$ cat src/rtl/seq_detect_pkg.sv
// seq_detect_pkg: shared types and next-state
// function for the time-shared sequence detector.
package seq_detect_pkg;

  typedef enum logic [1:0] {
    A = 2'b00,
    B = 2'b01,
    C = 2'b10
  } st_e;

  // Two-in-a-row detector step; code 2'b11 acts as A.
  function automatic logic [1:0] next_st(
    input logic [1:0] s,
    input logic       w
  );
    logic [1:0] r;
    r = A;
    if (w) begin
      unique case (1'b1)
        (s == B),
        (s == C): r = C;
        default:  r = B;
      endcase
    end
    return r;
  endfunction

endpackage

$ cat src/rtl/seq_detect_sched_arb.sv
// rr_arbiter: round-robin grant scanning from ptr,
// plus granted index and updated pointer.
module rr_arbiter #(
  parameter int N  = 4,
  parameter int PW = $clog2(N)
) (
  input  logic [N-1:0]  req,
  input  logic [PW-1:0] ptr,
  output logic [N-1:0]  gnt,
  output logic [PW-1:0] idx,
  output logic          any,
  output logic [PW-1:0] ptr_nxt
);

  int j;

  // First requester at or after ptr, cyclically.
  always_comb begin
    gnt     = '0;
    idx     = '0;
    any     = 1'b0;
    ptr_nxt = ptr;
    j       = 0;
    for (int i = 0; i < N; i++) begin
      j = int'(ptr) + i;
      if (j >= N) j = j - N;
      if (!any && req[j]) begin
        any     = 1'b1;
        gnt[j]  = 1'b1;
        idx     = PW'(j);
        ptr_nxt = (j == N - 1) ? '0 : PW'(j + 1);
      end
    end
  end

endmodule

$ cat src/rtl/seq_detect_sched.sv
// seq_detect_sched: N channels sharing one
// next-state datapath under round-robin grant.
module seq_detect_sched
  import seq_detect_pkg::*;
#(
  parameter int N = 4
) (
  input  logic         Clock,
  input  logic         Reset,
  input  logic [N-1:0] req,
  input  logic [N-1:0] w,
  input  logic [N-1:0] clr,
  output logic [N-1:0] gnt,
  output logic [N-1:0] z,
  output logic [N-1:0] hit
);

  localparam int PW = $clog2(N);

  logic [N-1:0][1:0] st;
  logic [PW-1:0]     ptr;
  logic [PW-1:0]     ptr_nxt;
  logic [PW-1:0]     gidx;
  logic [N-1:0]      gnt_a;
  logic              any;
  logic [1:0]        ns;
  logic [N-1:0]      hit_d;

  rr_arbiter #(.N(N), .PW(PW)) u_arb (
    .req     (req),
    .ptr     (ptr),
    .gnt     (gnt_a),
    .idx     (gidx),
    .any     (any),
    .ptr_nxt (ptr_nxt)
  );

  assign gnt = Reset ? '0 : gnt_a;
  assign ns  = next_st(st[gidx], w[gidx]);

  // B->C transition on the granted, uncleared channel.
  always_comb begin
    hit_d = '0;
    for (int i = 0; i < N; i++) begin
      hit_d[i] = gnt_a[i] && !clr[i] &&
                 (st[i] == B) && (ns == C);
    end
  end

  // Moore output from the state register only.
  always_comb begin
    z = '0;
    for (int i = 0; i < N; i++) begin
      z[i] = (st[i] == C);
    end
  end

  // Per-channel state; clear beats a grant.
  always_ff @(posedge Clock or posedge Reset) begin
    if (Reset) begin
      st <= '0;
    end else begin
      for (int i = 0; i < N; i++) begin
        if (clr[i])        st[i] <= A;
        else if (gnt_a[i]) st[i] <= ns;
      end
    end
  end

  // Pointer advances only when something is granted.
  always_ff @(posedge Clock or posedge Reset) begin
    if (Reset)    ptr <= '0;
    else if (any) ptr <= ptr_nxt;
  end

  // One-cycle hit pulse.
  always_ff @(posedge Clock or posedge Reset) begin
    if (Reset) hit <= '0;
    else       hit <= hit_d;
  end

endmodule

$ cat config.mk
export PLATFORM = sky130hd
export DESIGN_NAME = seq_detect_sched
export DESIGN_NICKNAME = d
export VERILOG_FILES = /design/src/rtl/seq_detect_pkg.sv /design/src/rtl/seq_detect_sched_arb.sv /design/src/rtl/seq_detect_sched.sv
export SDC_FILE = /design/constraint.sdc
export NUM_CORES = 1
export LEC_CHECK = 0
export ABC_AREA = 1
export BUFFER_PORTS_ARGS = -buffer_cell sky130_fd_sc_hd__buf_4
export CORE_MARGIN = 5
export CORE_UTILIZATION = 55
export CTS_BUF_LIST = sky130_fd_sc_hd__clkbuf_4 sky130_fd_sc_hd__clkbuf_8
export CTS_CLUSTER_SIZE = 40
export DETAILED_ROUTE_END_ITERATION = 6
export MAX_ROUTING_LAYER = met4
export PLACE_DENSITY = 0.8
export SLEW_MARGIN = 20
export SYNTH_ARGS = -nofsm -noshare
export SYNTH_HDL_FRONTEND = slang
export SYNTH_SLANG_ARGS = --single-unit
$ cat constraint.sdc
create_clock -name Clock -period 5.7 [get_ports Clock]
set_input_delay 0.57 -clock Clock [delete_from_list [all_inputs] [get_ports Clock]]
set_output_delay 0.57 -clock Clock [all_outputs]
set_load 0.1 [all_outputs]
==> metrics, run 1 <==
status complete, no violations; GRT Residual Overflow 0; Core ar. 2230 um^2; CTS tree done; Die Ht 58.6 um; antenna violations before repair 0; Root Driver clkbuf_4; Synth cell types 26; GR peak layer met2; Top FF cell, synth dfrtp_1; Post-Syn Instances 193; flop and latch count out of synthesis 14; Slew headroom 53.8%; post-DR vias/cell roughly 5.3; Least-Margin Pin Slew 692 ps; Syn-to-layout area delta 19.1%; num rows 17; later-pin clock latency in the skew report 280 ps; Period minus WS final 3510 ps; Fin Clk Skew ~11 ps; port bufs 25; worst-path fanout max 11; clk buf depth 2; final period utilization 61.7%; hpwl dp 2490 um; # nets final 243; Chip Width 58.6 um; Min-Delay Path Class in -> async; wire length per cell 12.6 um; reg2reg end st[4]; Total Wirelength 3130 um; synthesized area between 1000 and 1500 um^2; Mapped Avg Cell Area 6.74 um^2; Hold Slack 389 ps; GP Congestion approximately 0.96; asr flop ratio synth 100%; Post-synth EDFFs 0; synth warn 0; diode count 0; CP Capture Type primary output; Critical Path AT 2940 ps; Mapped Nets 214; largest net degree at the start of global routing 19; number of DRC markers in iteration 0 59; total CTS buffers 3; setup tns final 0 ps; Worst Setup EP gnt[2]; met1 usage 25.0%; via count 1308; critical path launch point ptr[0]; CTS resizes 0; global-route wire length before repair around 5400 um; DRC viols 0; internal reg-to-reg setup slack 3020 ps; Final setup viols 0; number of global-route vias before repair 1271; CTS Hold Bufs 0; io pins 26; Setup Fix Bufs, Post-CTS 0; CP Data Required Time 5130 ps; DRT Pass-1 Iters 4; RSZ-0062 raised after global routing no; final hold vios 0; max-cap viol count 0; H-tree levels 1; M2 GR Usage 34.6%; Clock Sinks 14; Die ar. 3440 um^2; share of the yosys chip area belonging to registers 26.9%; met3 GRT Util 3.07%; Max Freq ~0.28 GHz; R2R Path Start ptr[0]; WS Path Type reg -> out; Antenna Nets Post-Route 0; GRT Overall Usage 20.3%; final slew viol count 0; share of layout cells above drive strength 1 25.8%; FF-to-FF path depth 16; initial core utilization 58.2%; CP startpoint kind flip-flop; Worst-path clk slew 90 ps
final cells by class:
| class | count | area (um^2) |
|---|---|---|
| well taps | 28 | 35.0 |
| multi-input cells | 143 | 800 |
| repair buffers | 25 | 188 |
| inverters | 35 | 139 |
| fillers | 200 | 686 |
| clock buffers | 4 | 36.3 |
| flip-flops and latches | 14 | 350 |
layout by cell type (no fill, tap or decap), types with 2 or more instances in the layout:
cell,count
nand2_1,43
inv_1,33
buf_4,25
nor2_1,24
nand3_1,15
dfrtp_1,14
nand2_2,12
o21ai_0,11
ha_1,7
a21oi_1,6
o21ai_1,4
nand2_4,3
nand3_2,3
clkbuf_4,3
a31oi_1,2
xnor2_1,2
a21oi_2,2
o21ai_2,2
layer usage:
layer	routed length [um]	share of wire [%]
met2	1510	48
met4	29	0.93
met1	1380	44
met3	215	6.9
met5	0	0
synthesized netlist by cell type, types with 2 or more instances:
| master | n | area share, % |
|---|---|---|
| a21oi_1 | 6 | 2.3 |
| a21oi_2 | 2 | 1.3 |
| a31oi_1 | 2 | 0.96 |
| dfrtp_1 | 14 | 27 |
| ha_1 | 7 | 6.7 |
| inv_1 | 33 | 9.5 |
| nand2_1 | 43 | 12 |
| nand2_2 | 12 | 5.8 |
| nand2_4 | 3 | 2.6 |
| nand3_1 | 15 | 5.8 |
| nand3_2 | 3 | 2.3 |
| nor2_1 | 24 | 6.9 |
| o21ai_0 | 11 | 4.2 |
| o21ai_1 | 4 | 1.5 |
| o21ai_2 | 2 | 1.3 |
| xnor2_1 | 2 | 1.3 |
per-stage QoR:
stage          cells  utilization, %  instance area (um^2)  setup WS, ps
6_report         249            69.3                  1550          2190
5_1_grt          249            69.3                  1550          1930
4_1_cts          249            69.3                  1550          2210
3_5_place_dp     245            67.7                  1510          2540
3_3_place_gp     245            67.7                  1510          2590
2_1_floorplan    193               -                  1300          2670
critical path: stages, from the launching register on:
cell     delay, ps
dfrtp_1        680
inv_8          110
ha_1           410
inv_1          120
nand2_1         90
nand2_2         80
nor2_8         130
nand3_2        170
o21ai_1        400
nand2_1        100
inv_1           70
buf_4          280
sequential cells by signal (all words and copies together), names as in the netlist:
signal	flops
ptr	2
hit	4
st	8
logic make-up (layout without fill, tap and decap cells):
group / count (synthesis) / count (layout) / synth area share (%)
and+or+nand+nor: 104 / 104 / 39.7
buffers and inverters: 36 / 64 / 11.5
AOI/OAI and AO/OA: 29 / 29 / 13.1
DFF: 14 / 14 / 26.9
adders and majority gates: 7 / 7 / 6.74
xor gates and xnor gates: 3 / 3 / 2.02
worst min path at each step:
stage	start	to	slack, ps	cells past startpoint
2_1_floorplan	Reset	hit[0]	490	1
3_3_place_gp	st[3]	st[3]	510	2
5_1_grt	Reset	st[5]	450	2
6_report	Reset	st[5]	390	2
3_5_place_dp	st[3]	st[3]	510	2
4_1_cts	Reset	st[0]	390	2
Power of run 1 is left out: the tool's default activity adds up to more than one toggle a clock period on the data nets, which glitch-free logic cannot reach.
==> inputs of run 2 (changes only) <==
- ABC_AREA: 1 -> 0
- CORE_UTILIZATION: 55 -> 52
- PLACE_DENSITY: 0.8 -> 0.78
- clock period: 5.7 -> 3 ns (I/O delays scaled with it)
==> run 2 against run 1 <==
Final cell count down 12%; critical endpoint is now gnt[1]; first-iteration DRC count increased by 47%; global-route usage up 3.5 points.
==> metrics, run 2 <==
post-synthesis adder-cell area fraction 6.30% (was 6.74%); GP Congestion 0.927 (was 0.963); max-cap viol count 0 (unchanged); hpwl dp 2820 um (was 2490 um); CP Capture Type primary output (unchanged); post-DR vias/cell 6.53 (was 5.25); Syn-to-layout area delta 40.2% (was 19.1%); CP startpoint kind flip-flop (unchanged); CTS tree done (unchanged); Worst Setup EP gnt[1] (was gnt[2]); clk buf depth 2 (unchanged); Largest register FFs 8 (unchanged); total CTS buffers 3 (unchanged); finished layout cell area 1950 um^2 (was 1550 um^2); share of the yosys chip area belonging to registers 25.2% (was 26.9%); CTS Hold Bufs 0 (unchanged); io pins 26 (unchanged); largest net degree at the start of global routing 22 (was 19); Synth cell types 49 (was 26); Antenna Nets Post-Route 0 (unchanged); flop and latch count out of synthesis 14 (unchanged); Die Ht 61.7 um (was 58.6 um); cell with the most instances after synthesis nor2_1 (was nand2_1); Mapped Avg Cell Area 9.33 um^2 (was 6.74 um^2); setup tns final 0 ps (unchanged); Min-Delay Path Class in -> async (unchanged); CP Data Required Time 2700 ps (was 5130 ps); post-synthesis mux area share 9.63% (was 0%); Post-synth EDFFs 0 (unchanged); DRC viols 0 (unchanged); Root Driver clkbuf_4 (unchanged); FF-to-FF path depth 9 (was 16); Final setup viols 0 (unchanged); Post-Syn Instances 149 (was 193); DRT Pass-1 Iters 4 (unchanged); Clock Sinks 14 (unchanged); area fraction of the dominant cell type after synthesis 25.2% (was 26.9%); final setup margin 40.4 ps (was 2190 ps); Top FF cell, synth dfrtp_1 (unchanged); XOR/XNOR Fraction of Synth Area 1.89% (was 2.02%); later-pin clock latency in the skew report 290 ps (was 280 ps); number of DRC markers in iteration 0 87 (was 59); Core ar. 2520 um^2 (was 2230 um^2); leading registers by flop count st: 8 flops, hit: 4 flops, ptr: 2 flops (unchanged); leading area contributor after synthesis dfrtp_1 (unchanged); antenna violations before repair 0 (unchanged); worst-path fanout max 9 (was 11); share of layout cells above drive strength 1 42.9% (was 25.8%); GRT Residual Overflow 0 (unchanged); most frequent cells in the layout buf_4 (39), dfrtp_1 (14), nor2_1 (12) (was nand2_1 (43), inv_1 (33), buf_4 (25)); Simple-Gate Fraction of Synth Area 25.5% (was 39.7%); Largest Register st (unchanged); Die ar. 3810 um^2 (was 3440 um^2); status complete, no violations (unchanged); synth warn 0 (unchanged); fillers 175 (was 200); GRT Overall Usage 23.9% (was 20.3%); initial core utilization 55.1% (was 58.2%); Least-Margin Pin Slew 533 ps (was 692 ps); port bufs 25 (unchanged); Worst-path clk slew 100 ps (was 90 ps); via count 1431 (was 1308); WS Path Type reg -> out (unchanged); Hold Slack 101 ps (was 389 ps); Max Freq ~0.34 GHz; critical path launch point ptr[0] (unchanged); final hold vios 0 (unchanged); asr flop ratio synth 100% (unchanged); Synth top cells by count nor2_1 (16), dfrtp_1 (14), o31ai_1 (11), nand3b_1 (10), nor2b_1 (9) (was nand2_1 (43), inv_1 (33), nor2_1 (24), nand3_1 (15), dfrtp_1 (14)); wire length per cell 18.4 um (was 12.6 um); reg2reg end st[7] (was st[4]); Critical Path AT 2660 ps (was 2940 ps); diode count 0 (unchanged); largest family of logic cells by synthesized area compound AO/OA/AOI/OAI gates (was simple AND/OR/NAND/NOR gates); global-route wire length before repair 6530 um (was 5380 um); most common cell after layout, fill and taps aside buf_4 (was nand2_1); Fin Clk Skew 13.7 ps (was 10.7 ps); Slew headroom 64.4% (was 53.8%); Total Wirelength 4030 um (was 3130 um); final period utilization 98.7%; final slew viol count 0 (unchanged); Chip Width 61.7 um (was 58.6 um); H-tree levels 1 (unchanged); num rows 18 (was 17); placed cell areas 1730 um^2 (was 1510 um^2); ranking of synthesized cells by area dfrtp_1 (25%), ha_1 (6.3%), o31ai_1 (5.9%) (was dfrtp_1 (27%), nand2_1 (12%), inv_1 (9.5%)); internal reg-to-reg setup slack 70 ps (was 3020 ps); Mapped Nets 170 (was 214); worst slack, placed 131 ps (was 2540 ps); Compound-Gate Fraction of Synth Area 27.1% (was 13.1%); R2R Path Start ptr[0] (unchanged); RSZ-0062 raised after global routing yes (was no); # nets final 211 (was 243); number of global-route vias before repair 1367 (was 1271); synthesized area 1390 um^2 (was 1300 um^2); Period minus WS final slightly below 3000 ps
run 2: layout make-up:
type | count | area [um^2] | share of cell area (%)
clock buffers | 4 | 36.3 | 1.86
repair buffers | 43 | 364 | 18.7
well taps | 30 | 37.5 | 1.93
multi-input cells | 124 | 1140 | 58.6
inverters | 4 | 18.8 | 0.963
flip-flops and latches | 14 | 350 | 18.0
run 2: kinds of logic after synthesis:
family	count (synthesis)
simple gates	60
compound gates	44
flops	14
buf+inv	12
mux	9
fa+ha+maj	7
xor+xnor	3
run 2: worst max-delay path, stage by stage, from the launching register on:
cell,delay [ps]
dfrtp_1,400
clkinvlp_4,120
ha_4,340
mux4_2,640
a221oi_2,360
a2bb2oi_2,270
nor2_4,70
buf_12,160
run 2: stage by stage:
step	cells	utilization (%)
finish	219	77.3
global route	219	77.3
CTS	209	72.1
detailed placement	204	68.6
global placement	204	68.6
floorplan	149	-
run 2: what timing repair did:
action / in CTS / in global routing
pin swaps: 0 / 6
setup buffers: 0 / 10
resized for setup: 6 / 13
cloned: 1 / 0
endpoints found under the setup margin: 4 / 16
run 2: worst min-delay path by stage:
stage | endpoint | cells after the start
4_1_cts | hit[1] | 2
3_3_place_gp | hit[0] | 2
5_1_grt | st[3] | 2
3_5_place_dp | hit[1] | 2
2_1_floorplan | hit[0] | 1
6_report | hit[0] | 2
run 2: per-layer routing:
metal,part of all wire (%),GRT usage (%),vias to the layer above
met5,0,-,-
met4,1.3,7.88,0
met3,5.9,4.55,9
met2,49,37.5,69
met1,44,31.0,689
li1,-,-,664
Power of run 2 is left out for the same reason.
